### src/rtl/reg_id_encoder_pkg.sv
// Shared widths, FSM state encoding and the one-hot helper for the
// register-ID encoder.
package reg_id_encoder_pkg;

    localparam int NUM_REGS = 16;
    localparam int ID_W     = 4;

    typedef enum logic [0:0] {
        IDLE  = 1'b0,
        ISSUE = 1'b1
    } state_t;

    // Wordline form of a register index.
    function automatic logic [NUM_REGS-1:0] id_to_onehot(input logic [ID_W-1:0] idx);
        logic [NUM_REGS-1:0] one_s;
        one_s = {{(NUM_REGS-1){1'b0}}, 1'b1};
        return one_s << idx;
    endfunction

endpackage

### src/rtl/reg_id_encoder_if.sv
// Mask-in / ID-out handshake bundle. The encoder takes the slave side.
interface reg_id_encoder_if import reg_id_encoder_pkg::*; ();

    logic                req_valid;
    logic [NUM_REGS-1:0] req_mask;
    logic                req_ready;
    logic                flush;
    logic                id_valid;
    logic [ID_W-1:0]     id;
    logic                id_ready;
    logic [NUM_REGS-1:0] id_onehot;
    logic                done;
    logic [NUM_REGS-1:0] pending;

    modport slave (
        input  req_valid, req_mask, flush, id_ready,
        output req_ready, id_valid, id, id_onehot, done, pending
    );

    modport master (
        output req_valid, req_mask, flush, id_ready,
        input  req_ready, id_valid, id, id_onehot, done, pending
    );

endinterface

### src/rtl/reg_id_encoder_prio_enc.sv
// Lowest-set-bit priority encoder, 16 inputs to a 4-bit index.
module prio_enc_16_4 import reg_id_encoder_pkg::*; (
    input  logic [NUM_REGS-1:0] vec,
    output logic [ID_W-1:0]     idx,
    output logic                any
);

    // Scan from the top down so the lowest set bit is the last one written.
    always_comb begin
        idx = {ID_W{1'b0}};
        any = 1'b0;
        for (int i = NUM_REGS - 1; i >= 0; i--) begin
            idx = vec[i] ? ID_W'(i) : idx;
            any = any | vec[i];
        end
    end

endmodule

### src/rtl/reg_id_encoder.sv
// Register-ID encoder: accepts a pending-writeback mask and issues the
// set bits as register IDs in ascending order over a valid/ready port.
// The ID outputs are computed from the next pending set and registered,
// so they never depend combinationally on id_ready or req_valid.
module reg_id_encoder import reg_id_encoder_pkg::*; (
    input logic             clk,
    input logic             rst_n,
    reg_id_encoder_if.slave bus
);

    state_t              state_r;
    logic [NUM_REGS-1:0] pending_r;
    logic                id_valid_r;
    logic [ID_W-1:0]     id_r;
    logic [NUM_REGS-1:0] id_onehot_r;
    logic                done_r;
    logic                req_ready_r;

    logic                xfer_s;
    logic [NUM_REGS-1:0] pend_after_s;
    logic [NUM_REGS-1:0] pend_next_s;
    logic                done_next_s;
    logic [ID_W-1:0]     enc_idx_s;
    logic                enc_any_s;

    // Next pending set: flush wins, IDLE loads a new mask, ISSUE retires the
    // bit just handed to the consumer.
    always_comb begin
        xfer_s       = id_valid_r & bus.id_ready;
        pend_after_s = xfer_s ? (pending_r & ~id_onehot_r) : pending_r;
        pend_next_s  = pending_r;
        done_next_s  = 1'b0;
        if (bus.flush) begin
            pend_next_s = {NUM_REGS{1'b0}};
            done_next_s = 1'b0;
        end else begin
            case (state_r)
                IDLE: begin
                    if (bus.req_valid) begin
                        pend_next_s = bus.req_mask;
                        done_next_s = (bus.req_mask == {NUM_REGS{1'b0}});
                    end else begin
                        pend_next_s = pending_r;
                        done_next_s = 1'b0;
                    end
                end
                ISSUE: begin
                    pend_next_s = pend_after_s;
                    done_next_s = xfer_s & (pend_after_s == {NUM_REGS{1'b0}});
                end
                default: begin
                    pend_next_s = {NUM_REGS{1'b0}};
                    done_next_s = 1'b0;
                end
            endcase
        end
    end

    prio_enc_16_4 u_prio (
        .vec (pend_next_s),
        .idx (enc_idx_s),
        .any (enc_any_s)
    );

    // FSM with registered outputs: the ID presented next cycle is the lowest
    // bit of the pending set being stored this cycle.
    always_ff @(posedge clk or negedge rst_n) begin
        if (!rst_n) begin
            state_r     <= IDLE;
            pending_r   <= {NUM_REGS{1'b0}};
            id_valid_r  <= 1'b0;
            id_r        <= {ID_W{1'b0}};
            id_onehot_r <= {NUM_REGS{1'b0}};
            done_r      <= 1'b0;
            req_ready_r <= 1'b1;
        end else begin
            pending_r   <= pend_next_s;
            done_r      <= done_next_s;
            id_valid_r  <= enc_any_s;
            id_r        <= enc_any_s ? enc_idx_s : {ID_W{1'b0}};
            id_onehot_r <= enc_any_s ? id_to_onehot(enc_idx_s) : {NUM_REGS{1'b0}};
            case (state_r)
                IDLE: begin
                    if (!bus.flush && bus.req_valid && enc_any_s) begin
                        state_r     <= ISSUE;
                        req_ready_r <= 1'b0;
                    end else begin
                        state_r     <= IDLE;
                        req_ready_r <= 1'b1;
                    end
                end
                ISSUE: begin
                    if (enc_any_s) begin
                        state_r     <= ISSUE;
                        req_ready_r <= 1'b0;
                    end else begin
                        state_r     <= IDLE;
                        req_ready_r <= 1'b1;
                    end
                end
                default: begin
                    state_r     <= IDLE;
                    req_ready_r <= 1'b1;
                end
            endcase
        end
    end

    assign bus.req_ready = req_ready_r;
    assign bus.id_valid  = id_valid_r;
    assign bus.id        = id_r;
    assign bus.id_onehot = id_onehot_r;
    assign bus.done      = done_r;
    assign bus.pending   = pending_r;

endmodule

### src/flat_wrapper.sv
// flat-port wrapper written by rule: the top's interface ports become plain ports
module reg_id_encoder_flat import reg_id_encoder_pkg::*;
  (clk, rst_n, bus_req_valid, bus_req_mask, bus_flush, bus_id_ready, bus_req_ready, bus_id_valid, bus_id, bus_id_onehot, bus_done, bus_pending);
  reg_id_encoder_if bus_i ();
  input logic clk;
  input logic rst_n;
  input wire logic [$bits(bus_i.req_valid)-1:0] bus_req_valid;
  input wire logic [$bits(bus_i.req_mask)-1:0] bus_req_mask;
  input wire logic [$bits(bus_i.flush)-1:0] bus_flush;
  input wire logic [$bits(bus_i.id_ready)-1:0] bus_id_ready;
  output wire logic [$bits(bus_i.req_ready)-1:0] bus_req_ready;
  output wire logic [$bits(bus_i.id_valid)-1:0] bus_id_valid;
  output wire logic [$bits(bus_i.id)-1:0] bus_id;
  output wire logic [$bits(bus_i.id_onehot)-1:0] bus_id_onehot;
  output wire logic [$bits(bus_i.done)-1:0] bus_done;
  output wire logic [$bits(bus_i.pending)-1:0] bus_pending;
  assign bus_i.req_valid = bus_req_valid;
  assign bus_i.req_mask = bus_req_mask;
  assign bus_i.flush = bus_flush;
  assign bus_i.id_ready = bus_id_ready;
  assign bus_req_ready = bus_i.req_ready;
  assign bus_id_valid = bus_i.id_valid;
  assign bus_id = bus_i.id;
  assign bus_id_onehot = bus_i.id_onehot;
  assign bus_done = bus_i.done;
  assign bus_pending = bus_i.pending;
  reg_id_encoder u_core (.clk(clk), .rst_n(rst_n), .bus(bus_i));
endmodule
### config.mk
export PLATFORM = sky130hd
export DESIGN_NAME = reg_id_encoder_flat
export DESIGN_NICKNAME = d
export VERILOG_FILES = /design/src/rtl/reg_id_encoder_pkg.sv /design/src/rtl/reg_id_encoder_if.sv /design/src/rtl/reg_id_encoder_prio_enc.sv /design/src/rtl/reg_id_encoder.sv /design/src/flat_wrapper.sv
export SDC_FILE = /design/constraint.sdc
export NUM_CORES = 1
export LEC_CHECK = 0
export CAP_MARGIN = 20
export CORE_MARGIN = 2
export CORE_UTILIZATION = 47
export CTS_CLUSTER_DIAMETER = 50
export DETAILED_ROUTE_END_ITERATION = 10
export PLACE_DENSITY = 0.77
export REMOVE_ABC_BUFFERS = 1
export SLEW_MARGIN = 10
export SYNTH_ARGS = -nofsm -noshare
export SYNTH_HDL_FRONTEND = slang
export SYNTH_SLANG_ARGS = --single-unit
### constraint.sdc
create_clock -name clk -period 2.42 [get_ports clk]
set_input_delay 0.484 -clock clk [delete_from_list [all_inputs] [get_ports clk]]
set_output_delay 0.484 -clock clk [all_outputs]
set_load 0.02 [all_outputs]
==> qor.txt <==
Outcome = completed
Root Buffer = clkbuf_8
Post-route setup slack = 0.105 ns
CP Cell Sequence = clkdlybuf4s15_1 -> bufbuf_16 -> buf_4 -> mux2i_1 -> o21ai_0 -> o31ai_1 -> buf_4 -> a211o_4 -> a211oi_2
Vias in the first global route = 2502
H-tree depth = 2
Sequential area share after synthesis = 41.9%
Critical path class = primary input to flip-flop
Clk sinks = 40
Buf/Inv on CP = 4
Unrepaired setup endpoints after global routing = false
Worst skew pair latency = 0.31 ns
Critical Path Start = bus_req_valid
Flops & latches, synth = 40
Routed WL per cell = 19.1 µm
DRC viols = 0
CORE AREA = 4820 µm²
Worst path slowest cell = a211o_4
Synth warn = 0
Post-Place Cells = 414
GRT Overall Usage = 29.3%
Die W = 75.4 µm
Final worst path period need = 2.32 ns
Post-Syn Instances = 248
Maximum VDD drop = 0.793 mV
Worst EP required = 2.63 ns
Startpoint class of the critical path = primary input
Clock Path Buffers = 2
Crit path DAT = 2.53 ns
Yosys top cell by area = dfrtp_1
Vias after detailed routing = 2594
Worst hold margin = 0.295 ns
Vias per cell = 6.07
# rows = 25
Final non-filler cell total = 427
Area grow syn2layout = 54.3%
Initial DRC count = 360
Top-count cell post-synth = dfrtp_1
Power per Cell Area = 1080 nW/µm²
Crit Path Max Fanout = 12
Dpl ws = -0.576 ns
R2R Path Start = u_core.state_r
Max_cap viols = 0
Initial DRT Pass Iterations = 5
WL final = 8160 µm
Max Clock Freq = 432 MHz
CP most frequent cell = buf_4
Hold Crit Class = primary input to asynchronous set/reset pin
Hpwl dp = 5690 µm
Top post-synthesis cells by area = dfrtp_1, nand3_1, inv_1, mux2i_1, nand2_1
Synth unique cells = 57
Initial antenna violation count = 0
Initial Util = 49.7%
Antenna diodes = 0
IO buf count = 59
Most common library cells after synthesis = dfrtp_1, inv_1, nand2_1
Critical path's top delay family = compound AO/OA/AOI/OAI gates
TritonCTS clock tree = yes
Die area = 5680 µm²
Overflow after GRT = 0
Fin crit share = 95.7%
Ys flop type = dfrtp_1
Final total power = 0.00400 W
Crit. End Element = flip-flop
Leakage Power = 1.61 nW
Post-route ant nets = 0
Clock Pin Slew Worst Setup and Hold Paths = 0.09 ns
Nets@finish = 380
Worst slew margin relative to its limit = 41.1%
Reg2reg setup slack = 0.14 ns
Syn Area/Cell = 9.65 µm²
Largest net degree at the start of global routing = 41
Share of layout cells above drive strength 1 = 30.8%
# setup viols final = 0
Slew Viols, Final = 0
Post-synth EDFFs = 0
Worst Skew = 0.0154 ns
Final Hold Violating Endpoints = 0
Synth top area share = 40.8%
Least-Margin Pin Slew = 0.883 ns
Critical Path Max Stage Delay = 0.37 ns
Final Wtd Congestion = 0.945
Async SR Flop Fraction = 100%
Io pins = 60
First-pass GRT wire length = 12300 µm
Die Span Y = 75.4 µm
Cts bufs inserted = 5
Post-Route Utilization = 76.7%
Mapped cell area = 2390 µm²
-- cell usage in the layout (no fill, tap or decap), types with 3 or more instances in the layout --
master           instances
or3_1                    3
and2_1                   4
and3_1                   6
mux2_2                   6
a2111o_1                 3
mux2i_1                  7
inv_1                   18
nor3_1                   8
clkdlybuf4s50_1         55
o21a_1                   3
o22ai_1                  7
nor3b_2                  3
a21oi_1                  8
a32o_1                   3
nor2_1                  12
dfrtp_1                 37
a2bb2oi_1                3
o21ai_0                  5
nand3_1                 16
clkbuf_8                 5
a21oi_2                  4
nor4_1                   4
buf_4                   55
nand2_1                 17
a211oi_2                 4
-- flip-flops by register name (all words and copies together) (netlist names) --
register              cells
u_core.bus.id_onehot     16
u_core.state_r            1
u_core.bus.id             4
u_core.bus.id_valid       1
u_core.bus.req_ready      1
u_core.bus.done           1
u_core.bus.pending       16
-- cells by family after synthesis --
group / Yosys count / share of synthesized area, %
buf+inv: 35 / 8.15
mux: 16 / 7.95
simple gates: 94 / 21.7
compound gates: 63 / 20.3
flops: 40 / 41.9
-- power breakdown --
part / internal [W] / switching (W)
logic: 0.00115 / 0.00122
clock network: 0.000306 / 0.000263
registers: 0.000850 / 0.000216
total: 0.00230 / 0.00170
-- final cells by class --
class,instances,area [µm²]
tap,67,83.8
inverter,20,81.3
fill,315,1120
multi-input combinational,173,1310
clock buffer,5,68.8
clock inverter,3,42.5
timing repair buffer,119,1100
sequential,40,1000
-- worst paths after layout --
| path | end | cells after the start |
|---|---|---|
| max in group asynchronous | u_core.bus.id_valid | 1 |
| hold reg to reg | u_core.bus.pending[11] | 2 |
| setup / recovery | u_core.bus.id_onehot[8] | 9 |
| setup reg to reg | u_core.bus.id_onehot[8] | 7 |
| hold / removal | u_core.bus.pending[10] | 1 |
| min in group clk | u_core.bus.pending[11] | 2 |
-- stage by stage --
stage               TNS (ns)  area (µm²)
detailed placement     -6.92        3380
global route               0        3690
finish                     0        3690
CTS                        0        3620
global placement       -6.03        3380
floorplan           -0.00257        2270
-- what timing repair did --
item	in CTS	in global routing
setup endpoints to repair	16	16
cloned	1	0
buffers inserted	4	0
pin swaps	3	3
gates resized for setup	16	17
hold buffers	0	0
-- per-layer routing --
layer | wire length [µm] | vias up | global-route usage [%]
met5 | 0 | - | 0
li1 | - | 1139 | -
met2 | 3990 | 170 | 48.4
met1 | 3270 | 1260 | 38.4
met4 | 146 | 0 | 9.75
met3 | 744 | 25 | 6.35
No activity file was read; power rests on OpenSTA's default activity.
